[src/rtl/crack_sched.sv]
//----------------------------------------------------------------------------
// Module      : crack_sched
// Description : Launches NUM_CORES ARC4 crack cores over a partitioned key
//               space. Core i starts at key_base+i and steps by NUM_CORES.
//               Round-robin arbitrates the shared ciphertext read port,
//               reports the first valid key and aborts the other cores.
//               Optional performance counters: CRACK_SCHED_PERF_EN.
// Revision    : 1.0 - initial release
//----------------------------------------------------------------------------
`default_nettype none

module crack_sched #(
  parameter int NUM_CORES = 2,
  parameter int KEY_W     = 24,
  parameter int ADDR_W    = 8
) (
  input  logic                        clk,
  input  logic                        rst,
  input  logic                        en,
  output logic                        rdy,
  input  logic [KEY_W-1:0]            key_base,
  output logic [KEY_W-1:0]            key,
  output logic                        key_valid,
  output logic [NUM_CORES-1:0]        core_en,
  output logic [NUM_CORES-1:0]        core_abort,
  output logic [NUM_CORES*KEY_W-1:0]  core_key_start,
  input  logic [NUM_CORES-1:0]        core_rdy,
  input  logic [NUM_CORES-1:0]        core_key_valid,
  input  logic [NUM_CORES*KEY_W-1:0]  core_key,
  input  logic [NUM_CORES-1:0]        core_ct_req,
  input  logic [NUM_CORES*ADDR_W-1:0] core_ct_addr,
  output logic [NUM_CORES-1:0]        core_ct_gnt,
  output logic [NUM_CORES-1:0]        core_ct_rvalid,
  output logic [7:0]                  ct_rddata_o,
  output logic [ADDR_W-1:0]           ct_addr,
  input  logic [7:0]                  ct_rddata
`ifdef CRACK_SCHED_PERF_EN
  ,
  output logic [31:0]                 perf_cycles,
  output logic [31:0]                 perf_stall
`endif
);

  // Pointer width; kept at least one bit so a single-core build stays legal.
  localparam int PTR_W = (NUM_CORES > 1) ? $clog2(NUM_CORES) : 1;

  localparam logic [1:0] S_IDLE  = 2'd0;
  localparam logic [1:0] S_WAIT  = 2'd1;
  localparam logic [1:0] S_RUN   = 2'd2;
  localparam logic [1:0] S_ABORT = 2'd3;

  logic [1:0]           state;
  logic [1:0]           state_nxt;
  logic [KEY_W-1:0]     key_base_q;
  logic [NUM_CORES-1:0] busy;
  logic [NUM_CORES-1:0] busy_nxt;
  logic                 first_run;
  logic                 all_rdy;
  logic                 launch;
  logic [NUM_CORES-1:0] done_mask;
  logic [NUM_CORES-1:0] valid_fin;
  logic                 win_any;
  logic [PTR_W-1:0]     win_idx;
  logic [KEY_W-1:0]     win_key;

  logic [PTR_W-1:0]     rr_ptr;
  logic [NUM_CORES-1:0] eligible;
  logic [NUM_CORES-1:0] gnt;
  logic                 gnt_any;
  logic [PTR_W-1:0]     gnt_idx;
  logic [PTR_W-1:0]     scan_idx;
  logic [ADDR_W-1:0]    addr_hold;
  logic [NUM_CORES-1:0] rvalid;

  assign all_rdy = &core_rdy;
  assign launch  = (state == S_WAIT) && all_rdy;

  // Per-core start keys, wrapping modulo 2^KEY_W.
  generate
    for (genvar i = 0; i < NUM_CORES; i++) begin : g_start
      assign core_key_start[i*KEY_W +: KEY_W] = key_base_q + KEY_W'(i);
    end
  endgenerate

  // Completion detection. In RUN the first cycle is skipped because cores
  // only drop core_rdy one cycle after their start pulse.
  always_comb begin
    done_mask = '0;
    valid_fin = '0;
    if (state == S_RUN && !first_run) begin
      done_mask = busy & core_rdy;
      valid_fin = done_mask & core_key_valid;
    end else if (state == S_ABORT) begin
      done_mask = busy & core_rdy;
    end
  end

  // Lowest-index valid finisher wins.
  always_comb begin
    win_any = 1'b0;
    win_idx = '0;
    for (int i = NUM_CORES - 1; i >= 0; i--) begin
      if (valid_fin[PTR_W'(i)]) begin
        win_any = 1'b1;
        win_idx = PTR_W'(i);
      end
    end
    win_key = core_key[win_idx*KEY_W +: KEY_W];
  end

  // Busy mask update: all set at launch, bits cleared as cores finish.
  always_comb begin
    busy_nxt = busy & ~done_mask;
    if (launch) begin
      busy_nxt = '1;
    end
  end

  // FSM state register.
  always_ff @(posedge clk) begin
    if (rst) begin
      state <= S_IDLE;
    end else begin
      state <= state_nxt;
    end
  end

  // FSM next-state logic.
  always_comb begin
    state_nxt = state;
    case (state)
      S_IDLE:  if (en) state_nxt = S_WAIT;
      S_WAIT:  if (all_rdy) state_nxt = S_RUN;
      S_RUN: begin
        if (win_any) begin
          state_nxt = S_ABORT;
        end else if (busy_nxt == '0) begin
          state_nxt = S_IDLE;
        end
      end
      S_ABORT: if (busy_nxt == '0) state_nxt = S_IDLE;
      default: state_nxt = S_IDLE;
    endcase
  end

  // FSM outputs.
  always_comb begin
    rdy        = (state == S_IDLE);
    core_en    = launch ? {NUM_CORES{1'b1}} : '0;
    core_abort = (state == S_ABORT) ? busy : '0;
  end

  // Job bookkeeping: base key, result key, busy mask, first-RUN flag.
  always_ff @(posedge clk) begin
    if (rst) begin
      key_base_q <= '0;
      key        <= '0;
      key_valid  <= 1'b0;
      busy       <= '0;
      first_run  <= 1'b0;
    end else begin
      busy      <= busy_nxt;
      first_run <= launch;
      if (state == S_IDLE && en) begin
        key_base_q <= key_base;
        key_valid  <= 1'b0;
      end
      if (win_any) begin
        key       <= win_key;
        key_valid <= 1'b1;
      end
    end
  end

  // Round-robin search over busy requesters, starting at the pointer.
  assign eligible = (state == S_RUN) ? (core_ct_req & busy) : '0;

  always_comb begin
    gnt      = '0;
    gnt_any  = 1'b0;
    gnt_idx  = '0;
    scan_idx = '0;
    for (int k = 0; k < NUM_CORES; k++) begin
      scan_idx = PTR_W'((int'(rr_ptr) + k) % NUM_CORES);
      if (!gnt_any && eligible[scan_idx]) begin
        gnt_any = 1'b1;
        gnt_idx = scan_idx;
      end
    end
    if (gnt_any) begin
      gnt[gnt_idx] = 1'b1;
    end
  end

  assign core_ct_gnt    = gnt;
  assign core_ct_rvalid = rvalid;
  assign ct_rddata_o    = ct_rddata;
  // Memory address is presented in the grant cycle; otherwise held.
  assign ct_addr        = gnt_any ? core_ct_addr[gnt_idx*ADDR_W +: ADDR_W] : addr_hold;

  // Arbiter state: pointer, held address and the one-cycle-late rvalid.
  always_ff @(posedge clk) begin
    if (rst) begin
      rr_ptr    <= '0;
      addr_hold <= '0;
      rvalid    <= '0;
    end else begin
      rvalid <= gnt;
      if (gnt_any) begin
        addr_hold <= core_ct_addr[gnt_idx*ADDR_W +: ADDR_W];
        rr_ptr    <= (gnt_idx == PTR_W'(NUM_CORES - 1)) ? '0 : gnt_idx + 1'b1;
      end
    end
  end

`ifdef CRACK_SCHED_PERF_EN
  logic stall_cond;
  assign stall_cond = ($countones(core_ct_req & busy) >= 2);

  // Saturating busy-cycle and arbitration-stall counters.
  always_ff @(posedge clk) begin
    if (rst) begin
      perf_cycles <= '0;
      perf_stall  <= '0;
    end else if (state == S_IDLE) begin
      if (en) begin
        perf_cycles <= '0;
        perf_stall  <= '0;
      end
    end else begin
      if (perf_cycles != 32'hFFFF_FFFF) perf_cycles <= perf_cycles + 32'd1;
      if (stall_cond && perf_stall != 32'hFFFF_FFFF) perf_stall <= perf_stall + 32'd1;
    end
  end
`endif

endmodule

`default_nettype wire

[config.mk]
export PLATFORM = sky130hd
export DESIGN_NAME = crack_sched
export DESIGN_NICKNAME = d
export VERILOG_FILES = /design/src/rtl/crack_sched.sv
export SDC_FILE = /design/constraint.sdc
export NUM_CORES = 1
export LEC_CHECK = 0
export BUFFER_PORTS_ARGS = -buffer_cell sky130_fd_sc_hd__buf_2
export CAP_MARGIN = 20
export CORE_ASPECT_RATIO = 2
export CORE_UTILIZATION = 38
export DETAILED_ROUTE_END_ITERATION = 8
export PLACE_DENSITY = 0.76
export RECOVER_POWER = 50
export SYNTH_ARGS = -nofsm -noshare
export SYNTH_HDL_FRONTEND = slang
export SYNTH_SLANG_ARGS = --single-unit
export TNS_END_PERCENT = 5
[constraint.sdc]
create_clock -name clk -period 5.1 [get_ports clk]
set_clock_uncertainty 0.2 [all_clocks]
set_input_delay 0.255 -clock clk [delete_from_list [all_inputs] [get_ports clk]]
set_output_delay 0.255 -clock clk [all_outputs]
set_load 0.02 [all_outputs]
# [Word-level counts from Yosys, hierarchy flattened]
# Index checks and enable logic that the tools add are counted.
[word_totals] out_inout_bits=98 wordCells=70 regBits=65 inputBits=105
[op_classes] n_lt_le_gt_ge=4 mul=1 reduce_logical=12 shifts=2 add_sub_neg=3 bitwise=5 mux=29 eq_ne=5
[ops] op="48-bit by 7-bit variable part select with 24-bit output" count=1
[ops] op="24-bit by 1-bit adder with 24-bit output, second input constant" count=1
[ops] op="2-bit two-way mux" count=11
[ops] op="16-bit by 5-bit variable part select with 8-bit output" count=1
[ops] op="1-bit two-way mux" count=15
[ops] op="8-bit two-way mux" count=1
[ops] op="2-bit one-hot mux with 4 select lines" count=1
[ops] op="2-bit bitwise AND" count=3
[ops] op="1-bit by 2-bit less-than comparator with 1-bit output, second input constant" count=3
[ops] op="1-bit logical AND" count=5
[ops] op="2-bit == test, second input constant" count=2
[ops] op="2-bit zero test" count=2
[ops] op="2-bit != test, second input constant" count=2
[ops] op="2-bit AND reduction" count=2
[ops] op="1-bit by 2-bit multiplier with 3-bit output, second input constant" count=1
[ops] op="1-bit adder, second input constant" count=2
[ops] op="2-bit by 1-bit == test with 1-bit output, second input constant" count=1
[ops] op="1-bit zero test" count=2
[ops] op="2-bit NOT" count=1
[ops] op="2-bit nonzero test" count=1
[ops] op="1-bit bitwise AND" count=1
[ops] op="1-bit demux with 1-bit select" count=1
[ops] op="1-bit >= comparator, second input constant" count=1

# [Depth between registers and ports, before layout]
# Gate-level depths: netlist (run 1).
[logic_depth] ltp_word=13 ltp_mapped=7 depth_no_buf=6

# [Worst setup path before layout (run 1)]
# OpenSTA, ideal clock, no wires.
[synth_path] path_kind="reg2out" startpoint="register key_base_q[2]" endpoint="output core_key_start[36]" slack_ps=2960 arrival_ps=1685 path_stages_with_launch=5 path_cell_list="dfxtp_1 -> and4_1 -> nand4_2 -> nor3_1 -> xor2_1"
[synth_via] elab_chain_cells=1
[synth_lines] element="start: declaration" line="54" rtl="logic [KEY_W-1:0] key_base_q;"
[synth_lines] element="start signal: assignment" line="165" rtl="key_base_q <= key_base;"
[synth_lines] element="24-bit by 1-bit adder with 24-bit output" line="81" rtl="assign core_key_start[i*KEY_W +: KEY_W] = key_base_q + KEY_W'(i);"
[synth_lines] element="end: declaration" line="26" rtl="output logic [NUM_CORES*KEY_W-1:0] core_key_start,"
# No other way between the ends.

# [Final worst setup path (run 1)]
[layout_path] startpoint="input rst" endpoint="register state[1]"
[layout_lines] element="start: declaration" line="18" rtl="input logic rst,"
[layout_lines] element="end signal: assignment" line="124" rtl="state <= state_nxt;"
[layout_lines] element="end: declaration" line="52" rtl="logic [1:0] state;"
# No word-level cell between the ends.

==> results of run 1 <==
-- stage by stage --
stage,worst slack [ns],utilization,total power [W],hold slack (ns)
finish,2.06,0.597,0.00171,0.0544
global route,1.71,0.597,0.00181,0.0695
CTS,2.41,0.606,0.00173,0.0419
detailed placement,2.80,0.500,0.00113,0.267
global placement,2.86,0.500,0.00112,0.260
floorplan,2.96,-,0.000977,0.183
-- logic make-up (layout without fill, tap and decap cells) --
group                      after synthesis  after routing  synth area share
buffers and inverters                   39            240            0.0679
DFF                                     65             65             0.462
adders and majority gates                5              5            0.0222
xor gates and xnor gates                22             22            0.0684
and+or+nand+nor                        129            129             0.240
AOI/OAI and AO/OA                       56             56             0.139
-- worst register-to-register path: stages, from the launching register on --
cell and delay [ns]:
dfxtp_1 0.36, inv_1 0.09, ha_1 0.24, a21o_1 0.17, a222oi_1 0.48, a211oi_1 0.16, a41o_1 0.31
-- worst paths after layout --
| check | end | slack, ns | cells past startpoint |
|---|---|---|---|
| hold / removal | first_run$_SDFF_PP0_ | 0.05 | 3 |
| hold reg to reg | key_base_q[22]$_SDFFE_PP0P_ | 0.28 | 2 |
| setup / recovery | state[1]$_SDFFE_PP0P_ | 2.06 | 4 |
| setup reg to reg | state[1]$_SDFFE_PP0P_ | 2.98 | 6 |
-- layout by cell type (no fill, tap or decap), types with 7 or more instances in the layout --
cell,instances
a221o_1,8
xor2_1,12
clkbuf_1,50
a21oi_1,28
and2_1,12
nor2b_1,24
nor3_1,7
nand3_1,7
nor2_1,9
dlygate4sd3_1,48
dfxtp_1,65
clkbuf_16,9
buf_2,111
inv_1,15
xnor2_1,10
a21boi_0,8
nand2_1,56
-- area by class of cell --
| cell class | count | area share |
|---|---|---|
| clock buffer | 9 | 0.0523 |
| clock inverter | 7 | 0.0131 |
| inverter | 15 | 0.0131 |
| multi-input combinational | 212 | 0.308 |
| sequential | 65 | 0.302 |
| tap | 92 | 0.0268 |
| timing repair buffer | 209 | 0.284 |
-- sequential cells by signal, summed over array words and instances (netlist names) --
name	flops
key_valid	1
key	24
rr_ptr	1
core_ct_rvalid	2
first_run	1
key_base_q	24
busy	2
state	2
addr_hold	8
-- what timing repair did --
| action | 4_1_cts | 5_1_grt |
|---|---|---|
| hold buffers | 48 | 0 |
| setup buffers | 0 | 0 |
| hold endpoints to repair | 48 | 0 |
-- power breakdown --
| group | leakage, nW | total (W) | switching, W | internal [W] |
|---|---|---|---|---|
| Combinational | 1.29 | 0.000511 | 0.000326 | 0.000184 |
| Sequential | 0.535 | 0.000634 | 0.0000659 | 0.000568 |
| Clock | 0.136 | 0.000564 | 0.000232 | 0.000332 |
-- layer usage --
metal | GRT usage | share of wire | vias up
li1 | - | - | 1431
met1 | 0.210 | 0.36 | 1334
met2 | 0.408 | 0.55 | 132
met3 | 0.0586 | 0.066 | 22
met4 | 0.124 | 0.028 | 0
met5 | 0 | 0 | -
==> reports/summary.txt, run 1 <==
Ant diodes: 0
Seq cells post-synth: 65
Via/cell ratio: 4.79
Top cells by area, synth: dfxtp_1 (46%), nand2_1 (7.5%), nor2b_1 (5.3%), a21oi_1 (5.0%), xor2_1 (3.7%)
Placed Area: 3610 µm²
Critical path arrival: 3.06 ns
Setup tns final: 0 ns
Die width: 62.9 µm
Max Slew Vio Count: 56
Final Instance Area: 4300 µm²
Final Hold Vio Count: 0
Final setup viols: 0
Root Driver: clkbuf_16
Top-area cell type share of the netlist area: 0.462
Post-synth cell types: 38
Peak supply drop: 301 µV
Initial Util: 0.391
Synth Flop Type: dfxtp_1
Non-Filler Instances: 609
Max_cap viols: 1
Mapped Area: 2820 µm²
Clock Latency Late Sink: 0.33 ns
Synth Net Count: 426
DRT Pass-1 Iters: 4
Synth cell count leaders: dfxtp_1 (65), nand2_1 (56), a21oi_1 (28)
Wire length per cell: 13.7 µm
P_leak: 1.96 nW
CP cell instances: buf_2 -> clkbuf_1 -> inv_1 -> a41o_1
Initial DRC count: 65
Startpoint types: primary input
Type of the most critical hold path: primary input to register
Min Tclk post-route: 3.04 ns
Synth area leader: dfxtp_1
TritonCTS clock tree: done
Slew margin rel.: -0.589
Layout area overhead: 52.7%
Worst path bufs/invs: 3
Dpl cells: 545
Initial antenna violation count: 0
CTS sink cnt: 65
Area of the multi-input gates: 1330 µm²
Final nets: 622
Port Buffer Count: 160
Gate Count Post-Synth: 316
Antenna-violating nets left: 0
Mean Syn Cell Area: 8.92 µm²
CP required: 5.11 ns
Via Count: 2919
Clock-pin slew on the worst setup and hold paths: 0.06 ns
Register area share after synthesis: 0.462
Worst slew pin tran: 2.38 ns
Critical path origin: rst
Core area: 7210 µm²
H-tree depth: 3
Crit Path Max Fanout: 55
RD Place Congestion: 0.825
CTS buffer count: 9
Total grt overflow: 0
Critical path's top delay family: buffers and inverters
Async set-reset flop share out of synthesis: 0
Die H: 124 µm
Run status: finished, violations left
Number of I/O pins: 203
R2R Path Start: state[1]$_SDFFE_PP0P_
CP endpoint kind: register
Buffer levels on the longest clock path: 2
Register Area: 1300 µm²
Row count: 44
Fill cells: 659
Placed wire-length estimate: 5.45 mm
Crit-path slowest cell: clkbuf_1
Global-route wire length before repair: 13.0 mm
Pwr dens: 397 nW/µm²
Share of cells above drive strength 1: 0.267
Routed WL: 8.36 mm
Vias in the first global route: 2917
WS Path Type: primary input to register
Die area: 7780 µm²
Post-CTS Resized: 0
RSZ-0062 raised after global routing: no
Yosys warns: 0
Largest net degree at the start of global routing: 56
Slowest cell delay on critical path: 1.68 ns
Hold Startpoint: core_rdy[1]
Violated checks: max-capacitance violations, max-slew violations
Post-synth EDFFs: 0
Fmax: 329 MHz
Gr usage total: 0.218
Most frequent cell after synthesis: dfxtp_1
Crit share post-route: 0.597
DRC viols: 0
Power figures use the tool's default switching activity.
==> inputs of run 2 (changes only) <==
Settings changed: ABC_AREA from default to 1, CORE_UTILIZATION 38 to 37.
Clock period 5.1 ns to 2.7 ns, I/O delays scaled along.
==> run 2 against run 1 <==
  * Register-to-register slack worse by 2.8 ns
  * The run now ends clean
  * Highest routed layer unchanged
  * Via count is 17% higher
  * Critical endpoint is now addr_hold[3]$_SDFF_PP0_
  * Area after synthesis is 4.0% higher
  * Combinational power is 140% higher
  * Largest power group unchanged
  * Flip-flop and latch count stayed put
  * Largest cell class is now buffers
  * First-iteration DRC count is 92% higher
  * Count of clock-buffer cells in the layout is 3 higher
  * Hold slack better by 0.016 ns
==> reports/summary.txt, run 2 <==
Run status: finished clean
Via/cell ratio: 4.81 (+0.41%)
Synth area leader: dfxtp_1
CP endpoint kind: register
Top-area cell type share of the netlist area: 0.444 (-0.0179)
Share of cells above drive strength 1: 0.233 (-0.0335)
Placed wire-length estimate: 6.56 mm (+20%)
Ant diodes: 0 (unchanged)
Clock Latency Late Sink: 0.32 ns (about the same)
Max Slew Vio Count: 0 (-100%)
R2r worst-path depth: 8 (+2)
Vias in the first global route: 3608 (+24%)
Register share of total power: 0.350 (-0.021)
Antenna-violating nets left: 0 (unchanged)
Wire length per cell: 14.3 µm (+4.2%)
Register area share after synthesis: 0.444 (-0.0179)
Buffer levels on the longest clock path: 2 (unchanged)
Async set-reset flop share out of synthesis: 0 (unchanged)
P_leak: 2.30 nW (+17%)
Global-route wire length before repair: 15.9 mm (+23%)
Post-synth cell types: 26 (-32%)
Crit share post-route: 0.945
Seq cells post-synth: 65 (unchanged)
Biggest regs: key x24, key_base_q x24, addr_hold x8
CTS buffer count: 9 (unchanged)
Comb pwr share: 0.331 (+0.032)
Fill cells: 650 (-1.4%)
Post-synth EDFFs: 0 (unchanged)
Top cells by area, synth: dfxtp_1 (44%), nor2_1 (8.8%), nand2_1 (7.4%), inv_1 (7.2%), o21ai_0 (4.3%)
Number of I/O pins: 203 (unchanged)
Internal power: 0.00232 W (+110%)
Placed Area: 3750 µm² (+3.9%)
Die H: 128 µm (+3.3%)
Mapped Area: 2930 µm² (+4.0%)
Final nets: 724 (+16%)
Initial antenna violation count: 0 (unchanged)
Gate Count Post-Synth: 396 (+25%)
Layout area overhead: 58.6%
Initial DRC count: 125 (+92%)
Max_cap viols: 0 (-1)
Core area: 7660 µm² (+6.2%)
Clock-pin slew on the worst setup and hold paths: 0.05 ns (about the same)
Via Count: 3422 (+17%)
Port Buffer Count: 160 (unchanged)
Most frequent cell after synthesis: nor2_1
Routed WL: 10.2 mm (+22%)
CP required: 2.76 ns (-2.35 ns)
Slew margin rel.: 0.511 (+1.10)
Final setup viols: 0 (unchanged)
Type of the most critical hold path: primary input to primary output
Final Hold Vio Count: 0 (unchanged)
Most common library cell in the layout ignoring fill and taps: buf_2
Fmax: 392 MHz
Yosys warns: 0 (unchanged)
DRC viols: 0 (unchanged)
WS Path Type: register to register
Power share of the clock group: 0.319 (-0.011)
Crit Path Max Fanout: 11 (-80%)
Synth Net Count: 506 (+19%)
Root Driver: clkbuf_16
RD Place Congestion: 0.969 (+18%)
Row count: 45 (+2.3%)
Total grt overflow: 0 (unchanged)
Synth cell count leaders: nor2_1 (69), dfxtp_1 (65), nand2_1 (58)
H-tree depth: 3 (unchanged)
DRT Pass-1 Iters: 5 (+1)
Highest-count cells in the layout ignoring fill and taps: buf_2 (110), nor2_1 (69), dlygate4sd3_1 (66)
Startpoint types: register
Worst path bufs/invs: 2 (-1)
Peak supply drop: 400 µV (+33%)
Min Tclk post-route: 2.55 ns
Worst hold stages: 0 (-3)
Register Area: 1300 µm² (unchanged)
Final Instance Area: 4650 µm² (+8.1%)
Hold Slack: 0.0700 ns (+0.0156 ns)
Switching Fraction: 0.370 (+0.00500)
Die area: 8300 µm² (+6.7%)
Gr usage total: 0.253 (+0.0356)
Stages on the worst setup path: 8 (+4)
Critical path's top delay family: buffers and inverters
Synth Flop Type: dfxtp_1
Die width: 64.9 µm (+3.3%)
Critical path arrival: 2.61 ns (-0.45 ns)
Mean Syn Cell Area: 7.40 µm² (-17%)
Slowest cell delay on critical path: 0.60 ns (-1.08 ns)
Area of the multi-input gates: 1290 µm² (-2.3%)
RSZ-0062 raised after global routing: no
Worst slew pin tran: 0.733 ns (-1.65 ns)
TritonCTS clock tree: done
Largest net degree at the start of global routing: 39 (-30%)
Initial Util: 0.383 (-0.00786)
Switching power: 0.00137 W (+120%)
CTS sink cnt: 65 (unchanged)
Pwr dens: 793 nW/µm² (+100%)
CP cell instances: inv_1 -> ha_1 -> nand3_1 -> o21a_2 -> nor2_4 -> nand2_1 -> a31oi_1 -> dlygate4sd3_1
Setup tns final: 0 ns (unchanged)
Crit-path slowest cell: dlygate4sd3_1
-- run 2: path summary, 6_finish.rpt --
kind	startpoint	end	slack [ns]
worst max-delay path	state[0]$_SDFFE_PP0P_	addr_hold[3]$_SDFF_PP0_	0.15
worst min-delay path	ct_rddata[2]	ct_rddata_o[2]	0.07
worst max register to register	state[0]$_SDFFE_PP0P_	addr_hold[3]$_SDFF_PP0_	0.15
worst min register to register	rr_ptr$_SDFFE_PP0N_	rr_ptr$_SDFFE_PP0N_	0.28
-- run 2: layer usage --
metal | track usage | part of all wire | vias to the layer above | wire length (µm)
li1 | - | - | 1660 | -
met1 | 0.211 | 0.34 | 1562 | 3420
met2 | 0.489 | 0.56 | 164 | 5660
met3 | 0.0605 | 0.062 | 36 | 631
met4 | 0.183 | 0.046 | 0 | 465
met5 | 0 | 0 | - | 0
-- run 2: power by group through the flow --
stage / sequential, W / combinational (W) / clock [W]
after floorplan: 0.00142 / 0.000650 / 0
after global placement: 0.00130 / 0.00115 / 0
after detailed placement: 0.00130 / 0.00117 / 0
after CTS: 0.00129 / 0.00124 / 0.00119
after global routing: 0.00131 / 0.00134 / 0.00124
final: 0.00129 / 0.00122 / 0.00117
-- run 2: per-stage QoR --
stage	std cells	power (W)	util	setup WS, ns
after floorplan	396	0.00207	-	0.698
after global placement	631	0.00245	0.489	0.677
after detailed placement	631	0.00248	0.489	0.587
after CTS	711	0.00372	0.615	0.229
after global routing	711	0.00389	0.607	0.0536
final	711	0.00369	0.607	0.149
-- run 2: cell families after synthesis --
kind of cell	share of synthesized area
XOR/XNOR	0.0623
buffers and inverters	0.115
flip-flops	0.444
AND/OR/NAND/NOR	0.268
AO/OA/AOI/OAI	0.0896
adder cells (fa/ha/maj)	0.0213
-- run 2: timing repair --
action,CTS,global route
endpoints found under the setup margin,0,4
setup buffers,0,0
hold buffers,66,0
hold endpoints to repair,59,0
gates resized for setup,0,1
-- run 2: cell type report --
| cell class | count | share of cell area |
|---|---|---|
| inverter | 58 | 0.0468 |
| tap | 94 | 0.0253 |
| multi-input combinational | 252 | 0.279 |
| clock buffer | 12 | 0.0573 |
| timing repair buffer | 228 | 0.304 |
| clock inverter | 2 | 0.00807 |
| sequential | 65 | 0.280 |
==> inputs of run 3 (changes only) <==
Settings changed: BUFFER_PORTS_ARGS -buffer_cell sky130_fd_sc_hd__buf_2 to -buffer_cell sky130_fd_sc_hd__buf_4, HOLD_SLACK_MARGIN from default to 0.12.
==> run 3 against run 2 <==
  * Global-route usage is 2.5 points higher
  * Sequential power hardly changed
  * Critical path depth stayed put
  * Count of clock-buffer cells in the layout is 2 lower
  * Clock power is 4% lower
  * Utilization is 7.9 points higher
  * Routed wire length is 13% higher
  * Critical path type unchanged
  * Die area stayed put
  * Hold slack better by 0.17 ns
  * Largest power group is now combinational logic
==> reports/summary.txt, run 3 (same netlist as run 2, synthesis figures left out) <==
Via/cell ratio: 4.92 (+2.3%)
Fmax: 388 MHz (-0.92%)
R2R Path Start: state[0]$_SDFFE_PP0P_
Total grt overflow: 0 (unchanged)
TritonCTS clock tree: done
Number of I/O pins: 203 (unchanged)
Max Slew Vio Count: 0 (unchanged)
Slew margin rel.: 0.467 (-0.0442)
Initial Util: 0.383 (unchanged)
Highest-count cells in the layout ignoring fill and taps: buf_4 (104), dlygate4sd3_1 (103), nor2_1 (69)
R2r worst-path depth: 8 (unchanged)
Final setup viols: 0 (unchanged)
Switching power: 0.00144 W (+5.1%)
Slowest cell delay on critical path: 0.60 ns (about the same)
Die width: 64.9 µm (unchanged)
Vias in the first global route: 3768 (+4.4%)
Crit share post-route: 0.954 (+0.00875)
Critical path origin: state[0]$_SDFFE_PP0P_
Worst Hold End: rr_ptr$_SDFFE_PP0N_
Root Driver: clkbuf_16
Most common library cell in the layout ignoring fill and taps: buf_4
Power share of the clock group: 0.296 (-0.023)
Met2 global-route usage: 0.540 (+0.0509)
Critical path's top delay family: buffers and inverters
Global-route wire length before repair: 17.4 mm (+9.5%)
Buffer levels on the longest clock path: 2 (unchanged)
Register share of total power: 0.340 (-0.010)
Worst slew pin tran: 0.799 ns (+0.0662 ns)
Clock Latency Late Sink: 0.32 ns (about the same)
GR Layer Usage met1: 0.249 (+0.0380)
Row count: 45 (unchanged)
Placed wire-length estimate: 6.76 mm (+3.1%)
Hold Startpoint: core_ct_req[0]
Antenna-violating nets left: 0 (unchanged)
Crit-path slowest cell: dlygate4sd3_1
Busiest grt layer: met2
Share of cells above drive strength 1: 0.210 (-0.0230)
RSZ-0062 raised after global routing: no
Clock-pin slew on the worst setup and hold paths: 0.05 ns (about the same)
Worst path bufs/invs: 2 (unchanged)
Comb pwr share: 0.365 (+0.034)
Peak supply drop: 399 µV (-0.21%)
DRT Pass-1 Iters: 4 (-1)
Largest net degree at the start of global routing: 40 (+2.6%)
Via Count: 3691 (+7.9%)
Startpoint types: register
H-tree depth: 3 (unchanged)
Port Buffer Count: 160 (unchanged)
Dpl cells: 630 (-0.16%)
Final WS setup: 0.125 ns (-0.0236 ns)
Initial DRC count: 211 (+69%)
Met3 Use GR: 0.0730 (+0.0125)
Ant diodes: 0 (unchanged)
Routed WL: 11.5 mm (+13%)
CTS buffer count: 9 (unchanged)
Critical R2R Capture: addr_hold[0]$_SDFF_PP0_
CP cell instances: inv_1 -> ha_1 -> nand3_1 -> o21a_2 -> nor2_4 -> nand2_1 -> a31oi_1 -> dlygate4sd3_1
Final Hold Vio Count: 0 (unchanged)
WS Path Type: register to register
Initial antenna violation count: 0 (unchanged)
Wire length per cell: 15.3 µm (+6.7%)
Die H: 128 µm (unchanged)
RD Place Congestion: 0.979 (+0.96%)
Worst slack, placed: 0.610 ns (+0.0230 ns)
Critical path arrival: 2.64 ns (+0.03 ns)
Final nets: 762 (+5.2%)
Layout area overhead: 79.3%
DRC viols: 0 (unchanged)
Hold Slack: 0.236 ns (+0.166 ns)
Min Tclk post-route: 2.57 ns (+0.0236 ns)
Die area: 8300 µm² (unchanged)
Type of the most critical hold path: primary input to register
Core area: 7660 µm² (unchanged)
Switching Fraction: 0.378 (+0.00769)
Worst hold stages: 6 (+6)
Setup tns final: 0 ns (unchanged)
CTS sink cnt: 65 (unchanged)
Gr usage total: 0.278 (+0.0247)
Internal power: 0.00236 W (+1.7%)
CP required: 2.77 ns (about the same)
Biggest regs: key x24, key_base_q x24, addr_hold x8
CP endpoint kind: register
R2R setup slack: 0.13 ns (-0.02 ns)
Run status: finished clean
Pwr dens: 723 nW/µm² (-8.9%)
P_leak: 2.52 nW (+9.5%)
Non-Filler Instances: 750 (+5.5%)
Max_cap viols: 0 (unchanged)
Crit Path Max Fanout: 12 (+1)
-- run 3: cell count changes in the layout (fill, tap and decap cells not counted), moves of 2 or more --
cell / before / now
buf_2: 110 / 0
buf_4: 2 / 104
dlygate4sd3_1: 66 / 103
clkbuf_1: 50 / 58
clkbuf_8: 3 / 0
clkinvlp_4: 1 / 3
-- run 3: cell type report --
class,count,area (µm²)
clock inverter,5,57.6
clock buffer,10,229
tap,94,118
timing repair buffer,265,2030
multi-input combinational,253,1300
fill,628,2400
inverter,58,218
sequential,65,1300
-- run 3: metal layers --
layer / routed length (µm) / up-vias
met2: 6370 / 220
met1: 3750 / 1697
met4: 420 / 0
met5: 0 / -
li1: - / 1735
met3: 917 / 39
-- run 3: power groups by stage --
stage	registers, W	clock network (W)	logic (W)
after floorplan	0.00142	0	0.000650
after global placement	0.00130	0	0.00133
after detailed placement	0.00131	0	0.00136
after CTS	0.00129	0.00113	0.00149
after global routing	0.00131	0.00118	0.00149
final	0.00129	0.00112	0.00138
-- run 3: metrics by stage --
step	utilization	power (W)	instance area [µm²]
after global routing	0.686	0.00399	5260
after CTS	0.713	0.00392	5460
after detailed placement	0.541	0.00267	4140
final	0.686	0.00380	5260
after floorplan	-	0.00207	2930
after global placement	0.541	0.00263	4140
-- run 3: what timing repair did --
action / 4_1_cts / 5_1_grt
setup buffers: 0 / 1
setup endpoints to repair: 0 / 8
gates resized for setup: 0 / 1
hold buffers: 103 / 0
hold endpoints to repair: 72 / 0
-- run 3: worst reg2reg max path: cells and delay by family (launching register included) --
kind / cells / cell delay, ns
buf+inv: 2 / 0.69
compound gates: 2 / 0.54
simple gates: 3 / 0.50
flops: 1 / 0.33
fa+ha+maj: 1 / 0.25
-- run 3: worst max path at each step --
| stage | to | slack (ns) | depth (start not counted) |
|---|---|---|---|
| after global routing | addr_hold[0]$_SDFF_PP0_ | 0.01 | 8 |
| final | addr_hold[0]$_SDFF_PP0_ | 0.13 | 8 |
| after CTS | addr_hold[5]$_SDFF_PP0_ | 0.20 | 8 |
| after floorplan | core_key_start[46] | 0.70 | 9 |
| after global placement | core_key_start[40] | 0.68 | 10 |
| after detailed placement | ct_addr[5] | 0.61 | 8 |
